===== src/rtl/io_map_pkg.sv =====
// Address map, STATUS bit layout and a STATUS word builder for io_responder.
package io_map_pkg;

    localparam logic [7:0] IO_PAGE = 8'hFF;

    localparam logic [7:0] OFS_LED    = 8'h00;
    localparam logic [7:0] OFS_SW     = 8'h04;
    localparam logic [7:0] OFS_TXDATA = 8'h08;
    localparam logic [7:0] OFS_STATUS = 8'h0C;
    localparam logic [7:0] OFS_RXDATA = 8'h10;
    localparam logic [7:0] OFS_TIMER  = 8'h14;

    localparam int unsigned ST_TX_FULL  = 0;
    localparam int unsigned ST_TX_EMPTY = 1;
    localparam int unsigned ST_RX_VALID = 2;
    localparam int unsigned ST_TX_OVF   = 3;
    localparam int unsigned ST_RX_OVR   = 4;
    localparam int unsigned ST_TMR_DONE = 5;

    function automatic logic [31:0] status_word(
        input logic tx_full,
        input logic tx_empty,
        input logic rx_valid,
        input logic tx_ovf,
        input logic rx_ovr,
        input logic tmr_done
    );
        logic [31:0] w;
        w              = '0;
        w[ST_TX_FULL]  = tx_full;
        w[ST_TX_EMPTY] = tx_empty;
        w[ST_RX_VALID] = rx_valid;
        w[ST_TX_OVF]   = tx_ovf;
        w[ST_RX_OVR]   = rx_ovr;
        w[ST_TMR_DONE] = tmr_done;
        return w;
    endfunction

endpackage


===== src/rtl/io_responder_if.sv =====
// CPU-side I/O bus between the data-memory unit (master) and io_responder (slave).
interface io_responder_if;
    logic [15:0] io_addr;
    logic [31:0] io_dout;
    logic        io_we;
    logic        io_rd;
    logic [31:0] io_din;

    modport master (
        output io_addr,
        output io_dout,
        output io_we,
        output io_rd,
        input  io_din
    );

    modport slave (
        input  io_addr,
        input  io_dout,
        input  io_we,
        input  io_rd,
        output io_din
    );
endinterface


===== src/rtl/io_tx_fifo.sv =====
// Circular byte FIFO for the TX egress path; a push while full is accepted only
// when a pop happens in the same cycle.
module io_tx_fifo #(
    parameter int unsigned DEPTH = 4
) (
    input  logic       clk,
    input  logic       rstn,
    input  logic       push_i,
    input  logic [7:0] data_i,
    input  logic       pop_i,
    output logic       full_o,
    output logic       empty_o,
    output logic [7:0] head_o
);
    localparam int unsigned PtrW = $clog2(DEPTH);
    localparam int unsigned CntW = PtrW + 1;

    logic [7:0]      mem_q [DEPTH];
    logic [PtrW-1:0] wr_ptr_q, wr_ptr_d;
    logic [PtrW-1:0] rd_ptr_q, rd_ptr_d;
    logic [CntW-1:0] cnt_q, cnt_d;
    logic            push_ok, pop_ok;

    assign full_o  = (cnt_q == CntW'(DEPTH));
    assign empty_o = (cnt_q == '0);
    assign pop_ok  = pop_i && !empty_o;
    assign push_ok = push_i && (!full_o || pop_ok);
    // Head reads 0 while empty so stale storage never leaks onto tx_data.
    assign head_o  = empty_o ? 8'h00 : mem_q[rd_ptr_q];

    always_comb begin
        wr_ptr_d = wr_ptr_q;
        rd_ptr_d = rd_ptr_q;
        cnt_d    = cnt_q;
        if (push_ok) wr_ptr_d = wr_ptr_q + PtrW'(1);
        if (pop_ok)  rd_ptr_d = rd_ptr_q + PtrW'(1);
        unique case ({push_ok, pop_ok})
            2'b10:   cnt_d = cnt_q + CntW'(1);
            2'b01:   cnt_d = cnt_q - CntW'(1);
            default: cnt_d = cnt_q;
        endcase
    end

    always_ff @(posedge clk or negedge rstn) begin
        if (!rstn) begin
            wr_ptr_q <= '0;
            rd_ptr_q <= '0;
            cnt_q    <= '0;
        end else begin
            wr_ptr_q <= wr_ptr_d;
            rd_ptr_q <= rd_ptr_d;
            cnt_q    <= cnt_d;
        end
    end

    always_ff @(posedge clk) begin
        if (push_ok) mem_q[wr_ptr_q] <= data_i;
    end

endmodule


===== src/rtl/io_responder.sv =====
// Memory-mapped I/O page 0xFFxx: LED, switches, TX FIFO, RX holding register, timer.
// Define IO_TIMER_EN to build the countdown timer; otherwise TIMER reads 0.
module io_responder
    import io_map_pkg::*;
#(
    parameter int unsigned TX_DEPTH = 4,
    parameter int unsigned LED_W    = 16,
    parameter int unsigned SW_W     = 16
) (
    input  logic             clk,
    input  logic             rstn,
    io_responder_if.slave    io,
    output logic [LED_W-1:0] led_o,
    input  logic [SW_W-1:0]  sw_i,
    input  logic [7:0]       rx_data_i,
    input  logic             rx_stb_i,
    output logic [7:0]       tx_data_o,
    output logic             tx_valid_o,
    input  logic             tx_ready_i
);
    logic       sel, wr_en, rd_en;
    logic [7:0] ofs;
    logic       wr_led, wr_tx, wr_status, wr_timer, rd_rx;

    assign sel       = (io.io_addr[15:8] == IO_PAGE);
    assign ofs       = io.io_addr[7:0];
    assign wr_en     = sel && io.io_we;
    assign rd_en     = sel && io.io_rd;
    assign wr_led    = wr_en && (ofs == OFS_LED);
    assign wr_tx     = wr_en && (ofs == OFS_TXDATA);
    assign wr_status = wr_en && (ofs == OFS_STATUS);
    assign wr_timer  = wr_en && (ofs == OFS_TIMER);
    assign rd_rx     = rd_en && (ofs == OFS_RXDATA);

    logic [LED_W-1:0] led_q, led_d;
    logic [SW_W-1:0]  sw_s1_q, sw_s2_q;
    logic [7:0]       rx_hold_q, rx_hold_d;
    logic             rx_valid_q, rx_valid_d;
    logic             rx_ovr_q, rx_ovr_d;
    logic             tx_ovf_q, tx_ovf_d;
    logic             tx_full, tx_empty, tx_pop;
    logic [31:0]      tmr_cnt;
    logic             tmr_done;
    logic [31:0]      rdata;

    assign tx_pop     = !tx_empty && tx_ready_i;
    assign tx_valid_o = !tx_empty;
    assign led_o      = led_q;

    io_tx_fifo #(
        .DEPTH (TX_DEPTH)
    ) u_tx_fifo (
        .clk     (clk),
        .rstn    (rstn),
        .push_i  (wr_tx),
        .data_i  (io.io_dout[7:0]),
        .pop_i   (tx_pop),
        .full_o  (tx_full),
        .empty_o (tx_empty),
        .head_o  (tx_data_o)
    );

    always_comb begin
        led_d      = led_q;
        rx_hold_d  = rx_hold_q;
        rx_valid_d = rx_valid_q;
        rx_ovr_d   = rx_ovr_q;
        tx_ovf_d   = tx_ovf_q;
        if (wr_led) led_d = io.io_dout[LED_W-1:0];
        // W1C clears first so a same-cycle set event wins.
        if (wr_status && io.io_dout[ST_TX_OVF]) tx_ovf_d = 1'b0;
        if (wr_status && io.io_dout[ST_RX_OVR]) rx_ovr_d = 1'b0;
        if (wr_tx && tx_full && !tx_pop) tx_ovf_d = 1'b1;
        if (rx_stb_i) begin
            rx_hold_d  = rx_data_i;
            rx_valid_d = 1'b1;
            if (rx_valid_q && !rd_rx) rx_ovr_d = 1'b1;
        end else if (rd_rx) begin
            rx_valid_d = 1'b0;
        end
    end

    always_ff @(posedge clk or negedge rstn) begin
        if (!rstn) begin
            led_q      <= '0;
            sw_s1_q    <= '0;
            sw_s2_q    <= '0;
            rx_hold_q  <= '0;
            rx_valid_q <= 1'b0;
            rx_ovr_q   <= 1'b0;
            tx_ovf_q   <= 1'b0;
        end else begin
            led_q      <= led_d;
            sw_s1_q    <= sw_i;
            sw_s2_q    <= sw_s1_q;
            rx_hold_q  <= rx_hold_d;
            rx_valid_q <= rx_valid_d;
            rx_ovr_q   <= rx_ovr_d;
            tx_ovf_q   <= tx_ovf_d;
        end
    end

`ifdef IO_TIMER_EN
    logic [31:0] tmr_cnt_q, tmr_cnt_d;
    logic        tmr_done_q, tmr_done_d;

    always_comb begin
        tmr_cnt_d  = tmr_cnt_q;
        tmr_done_d = tmr_done_q;
        if (wr_status && io.io_dout[ST_TMR_DONE]) tmr_done_d = 1'b0;
        if (wr_timer) begin
            tmr_cnt_d = io.io_dout;
        end else if (tmr_cnt_q != '0) begin
            tmr_cnt_d = tmr_cnt_q - 32'd1;
            if (tmr_cnt_q == 32'd1) tmr_done_d = 1'b1;
        end
    end

    always_ff @(posedge clk or negedge rstn) begin
        if (!rstn) begin
            tmr_cnt_q  <= '0;
            tmr_done_q <= 1'b0;
        end else begin
            tmr_cnt_q  <= tmr_cnt_d;
            tmr_done_q <= tmr_done_d;
        end
    end

    assign tmr_cnt  = tmr_cnt_q;
    assign tmr_done = tmr_done_q;
`else
    logic unused_dout;
    assign unused_dout = ^{io.io_dout, wr_timer};
    assign tmr_cnt     = '0;
    assign tmr_done    = 1'b0;
`endif

    always_comb begin
        rdata = '0;
        if (sel) begin
            case (ofs)
                OFS_LED:    rdata = 32'(led_q);
                OFS_SW:     rdata = 32'(sw_s2_q);
                OFS_STATUS: rdata = status_word(tx_full, tx_empty, rx_valid_q, tx_ovf_q,
                                                rx_ovr_q, tmr_done);
                OFS_RXDATA: rdata = {24'h0, rx_hold_q};
                OFS_TIMER:  rdata = tmr_cnt;
                default:    rdata = '0;
            endcase
        end
    end

    assign io.io_din = rdata;

endmodule


===== src/flat_wrapper.sv =====
// flat-port wrapper written by rule: the top's interface ports become plain ports
module io_responder_flat import io_map_pkg::*;
#(
    parameter int unsigned TX_DEPTH = 4,
    parameter int unsigned LED_W    = 16,
    parameter int unsigned SW_W     = 16
)
  (clk, rstn, led_o, sw_i, rx_data_i, rx_stb_i, tx_data_o, tx_valid_o, tx_ready_i, io_io_addr, io_io_dout, io_io_we, io_io_rd, io_io_din);
  io_responder_if io_i ();
  input  logic clk;
  input  logic rstn;
  output logic [LED_W-1:0] led_o;
  input  logic [SW_W-1:0] sw_i;
  input  logic [7:0] rx_data_i;
  input  logic rx_stb_i;
  output logic [7:0] tx_data_o;
  output logic tx_valid_o;
  input  logic tx_ready_i;
  input wire logic [$bits(io_i.io_addr)-1:0] io_io_addr;
  input wire logic [$bits(io_i.io_dout)-1:0] io_io_dout;
  input wire logic [$bits(io_i.io_we)-1:0] io_io_we;
  input wire logic [$bits(io_i.io_rd)-1:0] io_io_rd;
  output wire logic [$bits(io_i.io_din)-1:0] io_io_din;
  assign io_i.io_addr = io_io_addr;
  assign io_i.io_dout = io_io_dout;
  assign io_i.io_we = io_io_we;
  assign io_i.io_rd = io_io_rd;
  assign io_io_din = io_i.io_din;
  io_responder #(.TX_DEPTH(TX_DEPTH), .LED_W(LED_W), .SW_W(SW_W)) u_core (.clk(clk), .rstn(rstn), .io(io_i), .led_o(led_o), .sw_i(sw_i), .rx_data_i(rx_data_i), .rx_stb_i(rx_stb_i), .tx_data_o(tx_data_o), .tx_valid_o(tx_valid_o), .tx_ready_i(tx_ready_i));
endmodule

===== config.mk =====
export PLATFORM = sky130hd
export DESIGN_NAME = io_responder_flat
export DESIGN_NICKNAME = d
export VERILOG_FILES = /design/src/rtl/io_map_pkg.sv /design/src/rtl/io_responder_if.sv /design/src/rtl/io_tx_fifo.sv /design/src/rtl/io_responder.sv /design/src/flat_wrapper.sv
export SDC_FILE = /design/constraint.sdc
export NUM_CORES = 1
export LEC_CHECK = 0
export CAP_MARGIN = 20
export CORE_MARGIN = 2
export CORE_UTILIZATION = 35
export CTS_CLUSTER_SIZE = 20
export DETAILED_ROUTE_END_ITERATION = 8
export GPL_TIMING_DRIVEN = 0
export MAX_ROUTING_LAYER = met4
export PLACE_DENSITY = 0.7
export SLEW_MARGIN = 10
export SYNTH_ARGS = -nofsm -noshare
export SYNTH_HDL_FRONTEND = slang
export SYNTH_HIERARCHICAL = 1
export SYNTH_SLANG_ARGS = --single-unit
export TNS_END_PERCENT = 1

===== constraint.sdc =====
create_clock -name clk -period 3.25 [get_ports clk]
set_clock_uncertainty 0.2 [all_clocks]
set_input_delay 0.325 -clock clk [delete_from_list [all_inputs] [get_ports clk]]
set_output_delay 0.325 -clock clk [all_outputs]
set_load 0.1 [all_outputs]

# After elaboration in Yosys (flattened, before gate mapping)
# Memory sizes are Yosys's and may differ from the RTL's.
# Cells that the tools add are included.
op_classes:
  n_reduce_logical: 24
  n_addsub: 4
  muxes: 13
  eq_ne: 8
ops:
  columns: ["op", "count"]
  rows:
  - ["one-hot mux 16 bit (4 select lines)", 1]
  - ["2-to-1 mux 32 bit", 1]
  - ["equality test 8 x 4 -> 1 bit, second input constant", 2]
  - ["logical AND 1 bit", 14]
  - ["2-to-1 mux 1 bit", 9]
  - ["equality test 8 x 3 -> 1 bit, second input constant", 1]
  - ["equality test 8 x 5 -> 1 bit, second input constant", 1]
  - ["equality test 8 bit, second input constant", 1]
  - ["zero test 8 bit", 1]
  - ["2-to-1 mux 8 bit", 1]
  - ["one-hot mux 3 bit (2 select lines)", 1]
  - ["nonzero test 2 bit", 3]
  - ["adder 2 x 1 -> 2 bit, second input constant", 2]
  - ["zero test 1 bit", 4]
  - ["adder 3 x 1 -> 3 bit, second input constant", 1]
  - ["equality test 3 bit, second input constant", 1]
  - ["zero test 3 bit", 1]
  - ["subtractor 3 x 1 -> 3 bit, second input constant", 1]
  - ["equality test 2 x 1 -> 1 bit, second input constant", 1]
  - ["equality test 2 bit, second input constant", 1]
  - ["logical OR 1 bit", 1]
word_totals:
  regBits: 66
  ramBits: 32
  memories: 1
memory_table:
  columns: ["memory", "words", "word_bits", "rd", "rd_clocked_by_memory_dff", "wr", "line", "source"]
  rows:
  - ["u_core.u_tx_fifo.mem_q", 4, 8, 1, 0, 1, "io_tx_fifo.sv:18", "logic [7:0] mem_q [DEPTH];"]

# Depth between registers and ports, before layout
# Gate-level depths: netlist of the first run.
depth:
  depth_word: 8
  ltp_mapped: 12
  depth_no_buf: 11

# Hierarchy
# The synthesis of the first run kept the hierarchy.
modules_own_cells:
  columns: ["module", "n_inst", "cells_per_inst", "area_per_inst_um2", "seq_area_each_um2"]
  rows:
  - ["io_responder", 1, 187, 2498.6, 1476.4]
  - ["io_tx_fifo", 1, 90, 1645.3, 1136.1]

# Worst setup path after synthesis of the first run
# Ideal clock, no wire load.
synth_timing:
  path_type: "input port to output port"
  from: "in io_io_addr[7]"
  to: "out io_io_din[10]"
  path_stages: 5
  arrival_time_ns: 2.905
  slack_ns: -0.180
  required_ns: 2.725
  cell_sequence: "or4_4 > buf_6 > nor3_1 > a22oi_1 > nor2_1"
synth_via:
  elab_chain_len: 3
  word_cells_on_any_way: 6
synth_rtl:
  columns: ["element", "line", "source"]
  rows:
  - ["start: declaration", "flat_wrapper.sv:19", "input wire logic [$bits(io_i.io_addr)-1:0] io_io_addr;"]
  - ["equality test 8 x 5 -> 1 bit (tied with other cells)", "io_responder.sv:141", "case (ofs)"]
  - ["one-hot mux 16 bit (4 select lines) *", "io_responder.sv:141", null]
  - ["2-to-1 mux 32 bit *", "io_responder.sv:140", "if (sel) begin"]
  - ["end: declaration", "flat_wrapper.sv:23", "output wire logic [$bits(io_i.io_din)-1:0] io_io_din;"]
# Mark *: on every way between the ends. The rest lies on a longest branch, timed or not.

# Final worst setup path of the first run
layout_timing:
  from: "in io_io_addr[7]"
  to: "out io_io_din[15]"
# Same word-level chain as after synthesis.

==> flow_metrics.py, run 1 <==
metrics = {
    "power": {
        "leakagePower_nw": 2.46,
        "finalPower_mw": 3.69,
        "vdd_drop_max_uv": 527,
        "power_density_mw_per_mm2": 648,
    },
    "worst_hold_path": {
        "hold_class": "register to register",
        "hold_end": "u_core/sw_s2_q[6]",
        "hold_start": "u_core/sw_s1_q[6]",
        "hold_depth": 0,
    },
    "global_routing": {
        "grt_max_degree": 67,
        "track_usage_pct": 14.6,
        "grt_pass1_wl_um": 13900,
        "antenna_found_initial": 0,
        "grt_pass1_vias": 2706,
        "gr-total-overflow": 0,
    },
    "route": {
        "first_pass_iters": 4,
        "dr.first_iter.drc_count": 99,
        "vias_per_cell": 4.63,
        "remaining_drc_errors": 0,
        "wire_per_inst_um": 15.7,
        "detail-route-antenna-nets": 0,
        "route.vias.total": 2558,
        "routed_wl_um": 8680,
    },
    "clocking": {
        "post-cts-setup-buffers": 0,
        "worstSkewPairLatency_ns": 0.34,
        "cts_tree": "done",
        "clkTransAtPathRegs_ns": 0.07,
        "cts_root_buf": "clkbuf_16",
        "clock_sinks": 98,
        "cts_buffers": 9,
        "clockBufferDepth": 2,
        "cts_max_level": 3,
    },
    "floorplan": {
        "die_y_um": 113,
        "core-area_mm2": 0.0115,
        "fp.dieW_um": 113,
        "io_pins": 135,
        "rows": 39,
        "fp.dieArea_mm2": 0.0127,
        "initial_utilization_pct": 36.1,
    },
    "yosys": {
        "synthArstFlopShare_pct": 67.3,
        "synth-edff-count": 32,
        "synth_area_leaders": "dfrtp_1, edfxtp_1, mux2_2",
        "synthAdderAreaFrac_pct": 1.99,
        "syn_inst": 277,
        "synth_top_area_share_pct": 39.9,
        "yosysTopAreaCell": "dfrtp_1",
        "synth-seq-cells": 98,
        "ys.flop_type": "dfrtp_1",
        "ys_types": 42,
        "syn_area_per_cell_um2": 15.0,
        "netlist_area_mm2": 0.00414,
        "synth_top_family_by_area": "multiplexers",
        "yosys.area_share.simple_pct": 8.82,
        "synthMuxAreaShare_pct": 14.9,
        "synth_compound_area_share_pct": 4.68,
        "synth_xor_area_share_pct": 1.27,
        "synth_warnings": 6,
        "synth_seq_area_share_pct": 63.0,
    },
    "cells_and_area": {
        "antenna_cells": 0,
        "drive_above_1_share_pct": 25.2,
        "fin_util_pct": 49.6,
        "area_growth_pct": 37.3,
        "fill_cells": 1013,
        "nets": 488,
    },
    "timing": {
        "setup-violations-final": 0,
        "slew_headroom_pct": 32.1,
        "layout_min_cycle_time_ns": 3.16,
        "fin_crit_sh_pct": 97.3,
        "fmax_mhz": 316,
        "tightest_slew_ns": 1.02,
        "setup_tns_ns": 0,
        "slew_violations": 0,
        "hold_violations": 0,
        "worst_slack_ns": 0.0869,
    },
    "setup_path": {
        "rrSetupSlack_ns": 0.26,
        "path_cells": "clkdlybuf4s50_1, or4_4, buf_6, nor3_2, a22oi_1, nor2_1, buf_2",
        "r2r-start": "u_core/u_tx_fifo/cnt_q[0]",
        "ff2ff_path_depth": 12,
        "reg2reg_to": "u_core/u_tx_fifo/cnt_q[2]",
        "cp_slowest_stage_delay_ns": 0.55,
        "critPathCaptureType": "output pin",
        "arrival_ns": 2.64,
        "worstSetupPathType": "input port to output pin",
        "cpMaxStageDelayCell": "or4_4",
        "cp_max_fo": 8,
        "cp.required_ns": 2.72,
        "critPathLaunchType": "input port",
    },
    "run": {
        "max_cap_viol_count": 0,
    },
    "status": {
        "status": "finished clean",
    },
    "placement": {
        "place_hpwl_um": 6250,
        "io_buffers": 100,
        "globalplace.congestion": 0.757,
        "place_ws_ns": -1.04,
    },
}
-- area by class of cell --
cell class	instances	area, um^2	share of cell area (%)
tap	143	179	3.14
clock buffer	9	225	3.96
clock inverter	7	82.6	1.45
buffer	28	185	3.25
inverter	9	33.8	0.594
timing repair buffer	101	980	17.2
sequential	98	2610	45.9
multi-input combinational	157	1390	24.5
-- state kept, by name (all words and copies together), names as in the netlist --
register / count
u_core/rx_ovr_q: 1
u_core/u_tx_fifo/cnt_q: 3
u_core/sw_s2_q: 16
u_core/tx_ovf_q: 1
u_core/u_tx_fifo/mem_q: 32
u_core/u_tx_fifo/rd_ptr_q: 2
u_core/rx_hold_q: 8
u_core/sw_s1_q: 16
u_core/led_o: 16
u_core/rx_valid_q: 1
u_core/u_tx_fifo/wr_ptr_q: 2
-- worst max-delay path, delay by kind of cell --
kind | cells | cell delay (ns)
AND/OR/NAND/NOR | 3 | 1.16
AO/OA/AOI/OAI | 1 | 0.13
buffers and inverters | 3 | 1.03
-- metal layers --
metal	wire length (um)	vias to the layer above	share of wire, %	GRT usage (%)
met5	0	-	0	-
li1	-	1220	-	-
met4	80	0	0.92	5.12
met1	3900	1225	45	18.7
met2	4020	107	46	22.4
met3	683	6	7.9	4.39
-- report_power, final --
part | total, mW | switching [mW] | internal, mW
Clock | 1.09 | 0.480 | 0.611
Combinational | 1.23 | 0.835 | 0.391
Sequential | 1.37 | 0.0293 | 1.34
-- cell usage in the layout, fill, tap and decap left out, types with 2 or more instances in the layout --
cell type	n
inv_6	2
xnor2_1	3
clkbuf_16	9
ha_1	5
o21ai_0	5
mux4_2	8
mux2i_1	8
a22oi_1	11
and2_2	4
mux2_2	17
and2_1	9
nor4_2	2
mux2_4	11
nor2_1	18
buf_2	6
edfxtp_1	32
dlymetal6s2s_1	9
xor2_1	3
clkdlybuf4s50_1	74
nand3_1	8
inv_8	2
nor2b_1	2
inv_1	9
conb_1	16
a32oi_1	5
buf_4	26
nand4_1	3
clkbuf_1	7
buf_6	3
dfrtp_1	66
-- metrics by stage --
stage	std cells	instance area [um^2]	hold slack, ns
3_3_place_gp	535	5380	0.132
6_report	552	5690	0.148
3_5_place_dp	535	5380	0.135
2_1_floorplan	292	4200	-0.171
4_1_cts	552	5680	0.150
5_1_grt	552	5690	0.151
-- cells in the mapped netlist, types with 2 or more instances --
library cell and n:
and2_1 9, mux2_4 11, and2_2 4, buf_6 2, nor4_1 2, a22oi_1 11
nor3_1 2, clkbuf_1 8, nor2_1 19, buf_4 16, buf_2 2, dfrtp_1 66
xnor2_1 3, edfxtp_1 32, o21ai_0 5, nand4_1 3, mux4_2 8, ha_1 5
mux2_2 17, inv_1 9, a32oi_1 5, mux2i_1 8, nor2b_1 2, nand3_1 8
xor2_1 3
-- how the worst max path moves through the flow --
stage | start | to | slack [ns] | cells past startpoint
2_1_floorplan | io_io_addr[7] | io_io_din[11] | -0.18 | 5
3_3_place_gp | io_io_addr[7] | io_io_din[9] | -1.07 | 7
3_5_place_dp | io_io_addr[7] | io_io_din[9] | -1.04 | 7
4_1_cts | io_io_addr[7] | io_io_din[3] | -0.23 | 7
5_1_grt | io_io_addr[7] | io_io_din[14] | -0.007 | 8
6_report | io_io_addr[7] | io_io_din[15] | 0.09 | 7
-- repair_timing --
action / CTS / global route
endpoints found under the hold margin: 66 / 0
setup endpoints to repair: 16 / 26
resized for setup: 80 / 23
hold buffers: 1 / 0
-- kinds of logic after synthesis --
group | count (synthesis)
AOI/OAI and AO/OA | 25
xor gates and xnor gates | 6
adders and majority gates | 6
buffers and inverters | 37
DFF | 98
muxes | 44
other | 1
and+or+nand+nor | 60
No activity file was read; power rests on OpenSTA's default activity.
==> inputs of run 2 (changes only) <==
--- a/config.mk
+++ b/config.mk
@@ -6,7 +6,7 @@
 export NUM_CORES = 1
 export LEC_CHECK = 0
 export CAP_MARGIN = 20
-export CORE_MARGIN = 2
+export CORE_MARGIN = 1
 export CORE_UTILIZATION = 35
 export CTS_CLUSTER_SIZE = 20
 export DETAILED_ROUTE_END_ITERATION = 8
==> run 2 against run 1 <==
Effect of this change: via count grew 1.6%; count of clock-buffer cells in the layout is the same; critical endpoint unchanged; worst hold slack gained 0.0010 ns; fmax grew 0.26%; global-route usage grew 0.59 points; sequential power is essentially flat; clock power grew 8%; cell count is the same; sequential share of layout area shrank 0.22 points; first-iteration DRC count shrank 18%.
==> flow_metrics.py, run 2 (synthesized netlist as in run 1, its figures left out) <==
metrics = {
    "placement": {
        "io_buffers": 100,
        "post-place-cells": 535,
        "globalplace.congestion": 0.757,
        "place_hpwl_um": 6180,
    },
    "floorplan": {
        "initial_utilization_pct": 36.1,
        "rows": 39,
        "fp.dieW_um": 111,
        "io_pins": 135,
        "die_y_um": 111,
        "core-area_mm2": 0.0115,
        "fp.dieArea_mm2": 0.0123,
    },
    "power": {
        "finalPower_mw": 3.78,
        "vdd_drop_max_uv": 776,
        "leakagePower_nw": 2.48,
        "power_density_mw_per_mm2": 662,
    },
    "status": {
        "status": "finished clean",
    },
    "cells_and_area": {
        "nets": 488,
        "final_cell_mix": "clkdlybuf4s50_1, dfrtp_1, edfxtp_1, buf_4, nor2_1",
        "area_growth_pct": 38.0,
        "largest_reg_flops": 32,
        "final_common_cell": "clkdlybuf4s50_1",
        "top_register": "u_core/u_tx_fifo/mem_q",
        "antenna_cells": 0,
        "drive_above_1_share_pct": 25.7,
        "fill_cells": 972,
        "fin_cells": 552,
    },
    "timing": {
        "rsz0062_at_grt": "false",
        "fin_crit_sh_pct": 97.1,
        "hold_violations": 0,
        "slew_violations": 0,
        "setup-violations-final": 0,
        "slew_headroom_pct": 31.6,
        "layout_min_cycle_time_ns": 3.15,
        "fmax_mhz": 317,
        "tightest_slew_ns": 1.02,
    },
    "setup_path": {
        "cpMaxStageDelayCell": "or4_4",
        "critPathCaptureType": "output pin",
        "cp_slowest_stage_delay_ns": 0.55,
        "arrival_ns": 2.63,
        "cp_max_fo": 8,
        "path_delay_family": "simple AND/OR/NAND/NOR gates",
        "critPathLaunchType": "input port",
        "cp_num_buf_inv": 3,
        "cp.required_ns": 2.72,
        "rrSetupSlack_ns": 0.29,
        "worstSetupPathType": "input port to output pin",
        "path_cells": "clkdlybuf4s50_1, or4_4, buf_6, nor3_2, a22oi_1, nor2_1, buf_2",
    },
    "clocking": {
        "clock_sinks": 98,
        "post-cts-setup-buffers": 0,
        "cts_max_level": 3,
        "cts_root_buf": "clkbuf_16",
        "worstSkewPairLatency_ns": 0.34,
        "clkTransAtPathRegs_ns": 0.07,
        "cts_buffers": 9,
        "cts_tree": "done",
        "clockBufferDepth": 2,
    },
    "global_routing": {
        "track_usage_pct": 15.2,
        "grt_pass1_wl_um": 13900,
        "grt_max_degree": 67,
        "antenna_found_initial": 0,
        "gr-total-overflow": 0,
        "grt_pass1_vias": 2679,
    },
    "route": {
        "route.vias.total": 2598,
        "routed_wl_um": 8630,
        "wire_per_inst_um": 15.6,
        "detail-route-antenna-nets": 0,
        "first_pass_iters": 4,
        "dr.first_iter.drc_count": 81,
        "remaining_drc_errors": 0,
        "vias_per_cell": 4.71,
    },
    "run": {
        "max_cap_viol_count": 0,
    },
    "worst_hold_path": {
        "hold_class": "register to register",
    },
}
run 2: cell type report:
cell class | instances | area [um^2] | share of cell area, %
repair buffers | 101 | 980 | 17.1
multi-input cells | 157 | 1390 | 24.3
flip-flops and latches | 98 | 2610 | 45.7
plain buffers | 28 | 188 | 3.28
well taps | 143 | 179 | 3.13
clock buffers | 9 | 225 | 3.94
inverters | 9 | 33.8 | 0.591
clock inverters | 7 | 108 | 1.88
run 2: what timing repair did:
action / in CTS / in global routing
gates resized for setup: 75 / 35
hold buffers: 1 / 0
endpoints found under the setup margin: 18 / 25
endpoints found under the hold margin: 66 / 0
run 2: worst reg2reg max path: stages, from the launching register on:
cell and delay [ns]:
dfrtp_1 0.42, or3_2 0.49, clkbuf_2 0.20, inv_1 0.13, nor2b_1 0.09, o21a_4 0.25
inv_1 0.06, ha_1 0.18, inv_1 0.06, fa_1 0.37, xor2_1 0.15, nor2_1 0.11
xor2_1 0.16
run 2: power by group:
part / switching (mW) / internal [mW] / leakage (nW)
logic: 0.839 / 0.391 / 1.23
clock network: 0.491 / 0.693 / 0.166
registers: 0.0304 / 1.34 / 1.08
total: 1.36 / 2.42 / 2.48
run 2: metal layers:
metal,vias to the layer above,track usage (%),part of all wire (%)
li1,1222,-,-
met1,1260,19.2,45
met2,107,23.1,47
met3,9,5.19,7.5
met4,0,4.80,1.1
met5,-,-,0
run 2: final timing paths:
path / cells past startpoint / endpoint / startpoint
worst max-delay path: 7 / io_io_din[15] / io_io_addr[7]
worst min-delay path: 0 / u_core/sw_s2_q[13] / u_core/sw_s1_q[13]
worst max register to register: 12 / u_core/u_tx_fifo/cnt_q[2] / u_core/u_tx_fifo/cnt_q[0]
worst min register to register: 0 / u_core/sw_s2_q[13] / u_core/sw_s1_q[13]
max in group asynchronous: 2 / u_core/led_o[12] / rstn
min in group asynchronous: 2 / u_core/rx_hold_q[3] / rstn
run 2: metrics by stage:
step | area (um^2) | setup slack (ns) | utilization, % | hold slack, ns | setup TNS [ns]
floorplan | 4200 | -0.180 | - | -0.171 | -1.62
global route | 5720 | 0.00423 | 49.9 | 0.154 | 0
global placement | 5380 | -0.943 | 46.9 | 0.132 | -41.89
detailed placement | 5380 | -0.964 | 46.9 | 0.135 | -12.78
finish | 5720 | 0.0950 | 49.9 | 0.149 | 0
CTS | 5690 | 0.00266 | 49.6 | 0.151 | 0
==> inputs of run 3 (changes only) <==
--- a/config.mk
+++ b/config.mk
@@ -5,8 +5,9 @@
 export SDC_FILE = /design/constraint.sdc
 export NUM_CORES = 1
 export LEC_CHECK = 0
+export ABC_CLOCK_PERIOD_IN_PS = 3250
 export CAP_MARGIN = 20
-export CORE_MARGIN = 1
+export CORE_MARGIN = 3
 export CORE_UTILIZATION = 35
 export CTS_CLUSTER_SIZE = 20
 export DETAILED_ROUTE_END_ITERATION = 8
==> run 3 against run 2 <==
Effect of this change: fmax rose by 1.0%; first-iteration DRC count down 1.2%; cell area increased by 0.33%; register-to-register slack worse by 0.06 ns; core utilization about the same; clock power about the same; total power fell by 0.91%; via count rose by 0.31%; cell count is the same; sequential share of layout area is 0.15 points lower; largest power group unchanged.
==> flow_metrics.py, run 3 (synthesized netlist as in run 1, its figures left out) <==
metrics = {
    "cells_and_area": {
        "final_common_cell": "clkdlybuf4s50_1",
        "top_register": "u_core/u_tx_fifo/mem_q",
        "area_growth_pct": 38.4,
        "final_cell_mix": "clkdlybuf4s50_1, dfrtp_1, edfxtp_1, buf_4, nor2_1",
        "drive_above_1_share_pct": 25.2,
        "nets": 488,
        "fin_cells": 552,
        "fin_util_pct": 49.8,
        "antenna_cells": 0,
        "postLayoutCellArea_mm2": 0.00574,
        "largest_reg_flops": 32,
        "fill_cells": 1014,
    },
    "route": {
        "wire_per_inst_um": 16.4,
        "first_pass_iters": 5,
        "vias_per_cell": 4.72,
        "routed_wl_um": 9060,
        "dr.first_iter.drc_count": 80,
        "detail-route-antenna-nets": 0,
        "route.vias.total": 2606,
        "remaining_drc_errors": 0,
    },
    "timing": {
        "worst_slack_ns": 0.127,
        "fmax_mhz": 320,
        "setup-violations-final": 0,
        "slew_headroom_pct": 32.8,
        "hold_violations": 0,
        "fin_crit_sh_pct": 96.1,
        "setup_tns_ns": 0,
        "hold_slack_ns": 0.150,
        "layout_min_cycle_time_ns": 3.12,
        "slew_violations": 0,
        "rsz0062_at_grt": "true",
        "tightest_slew_ns": 1.01,
    },
    "clocking": {
        "cts_root_buf": "clkbuf_16",
        "clock_sinks": 98,
        "worstSkewPairLatency_ns": 0.33,
        "clockBufferDepth": 2,
        "cts_buffers": 9,
        "cts_max_level": 3,
        "clkTransAtPathRegs_ns": 0.06,
        "cts_tree": "done",
    },
    "setup_path": {
        "rrSetupSlack_ns": 0.23,
        "critPathCaptureType": "output pin",
        "reg2reg_to": "u_core/u_tx_fifo/cnt_q[2]",
        "critPathLaunchType": "input port",
        "cp_max_fo": 10,
        "ff2ff_path_depth": 12,
        "arrival_ns": 2.60,
        "r2r-start": "u_core/u_tx_fifo/cnt_q[0]",
        "worstSetupPathType": "input port to output pin",
        "cp.required_ns": 2.72,
    },
    "floorplan": {
        "fp.dieW_um": 115,
        "die_y_um": 115,
        "initial_utilization_pct": 36.0,
        "io_pins": 135,
        "rows": 39,
        "fp.dieArea_mm2": 0.0132,
        "core-area_mm2": 0.0115,
    },
    "global_routing": {
        "gr-total-overflow": 0,
        "grt_max_degree": 67,
        "grt_pass1_vias": 2753,
        "antenna_found_initial": 0,
        "track_usage_pct": 14.7,
        "grt_pass1_wl_um": 14300,
    },
    "placement": {
        "globalplace.congestion": 0.737,
        "place_hpwl_um": 6650,
        "io_buffers": 100,
        "post-place-cells": 535,
        "place_ws_ns": -1.03,
        "placed_cell_area_mm2": 0.00538,
    },
    "run": {
        "max_cap_viol_count": 0,
    },
    "worst_hold_path": {
        "hold_depth": 0,
        "hold_end": "u_core/sw_s2_q[14]",
        "hold_class": "register to register",
        "hold_start": "u_core/sw_s1_q[14]",
    },
    "power": {
        "vdd_drop_max_uv": 281,
        "finalPower_mw": 3.75,
        "leakagePower_nw": 2.44,
        "power_density_mw_per_mm2": 654,
    },
    "status": {
        "status": "finished clean",
    },
}
run 3: repair_timing:
action / 4_1_cts / 5_1_grt
setup buffers: 0 / 0
setup endpoints to repair: 20 / 22
hold buffers: 1 / 0
endpoints found under the hold margin: 66 / 0
cloned: 0 / 0
gates resized for setup: 84 / 11
run 3: layout make-up:
| cell class | count | area [um^2] | area share [%] |
|---|---|---|---|
| Timing Repair Buffer | 101 | 995 | 17.3 |
| Clock buffer | 12 | 256 | 4.47 |
| Tap cell | 143 | 179 | 3.12 |
| Buffer | 28 | 183 | 3.18 |
| Multi-Input combinational cell | 157 | 1400 | 24.5 |
| Sequential cell | 98 | 2610 | 45.5 |
| Inverter | 9 | 33.8 | 0.589 |
| Clock inverter | 4 | 73.8 | 1.29 |
run 3: worst max-delay path by stage:
stage	from	end	slack, ns	cells after the start
final	io_io_addr[7]	io_io_din[9]	0.13	8
after global routing	io_io_addr[7]	io_io_din[14]	-0.05	8
after CTS	io_io_addr[7]	io_io_din[15]	-0.05	7
after detailed placement	io_io_addr[7]	io_io_din[10]	-1.03	7
after global placement	io_io_addr[7]	io_io_din[10]	-0.93	7
after floorplan	io_io_addr[7]	io_io_din[11]	-0.18	5
run 3: worst max-delay path: stages:
cell and delay (ns):
clkdlybuf4s50_1 0.42, or4_4 0.54, buf_6 0.16, nor4_2 0.27, buf_2 0.28, a22oi_1 0.12
nor2_1 0.16, buf_4 0.31
run 3: report_power, final:
part           internal (mW)  leakage (nW)  total (mW)  switching, mW
Clock                  0.717         0.159        1.15          0.431
Sequential              1.34          1.08        1.37         0.0301
Combinational          0.377          1.20        1.23          0.854
run 3: routing by layer:
layer | part of all wire (%) | up-vias | global-route usage (%)
li1 | - | 1221 | -
met1 | 42 | 1282 | 17.5
met2 | 50 | 95 | 24.4
met3 | 7.3 | 8 | 5.00
met4 | 0.68 | 0 | 3.29
met5 | 0 | - | -
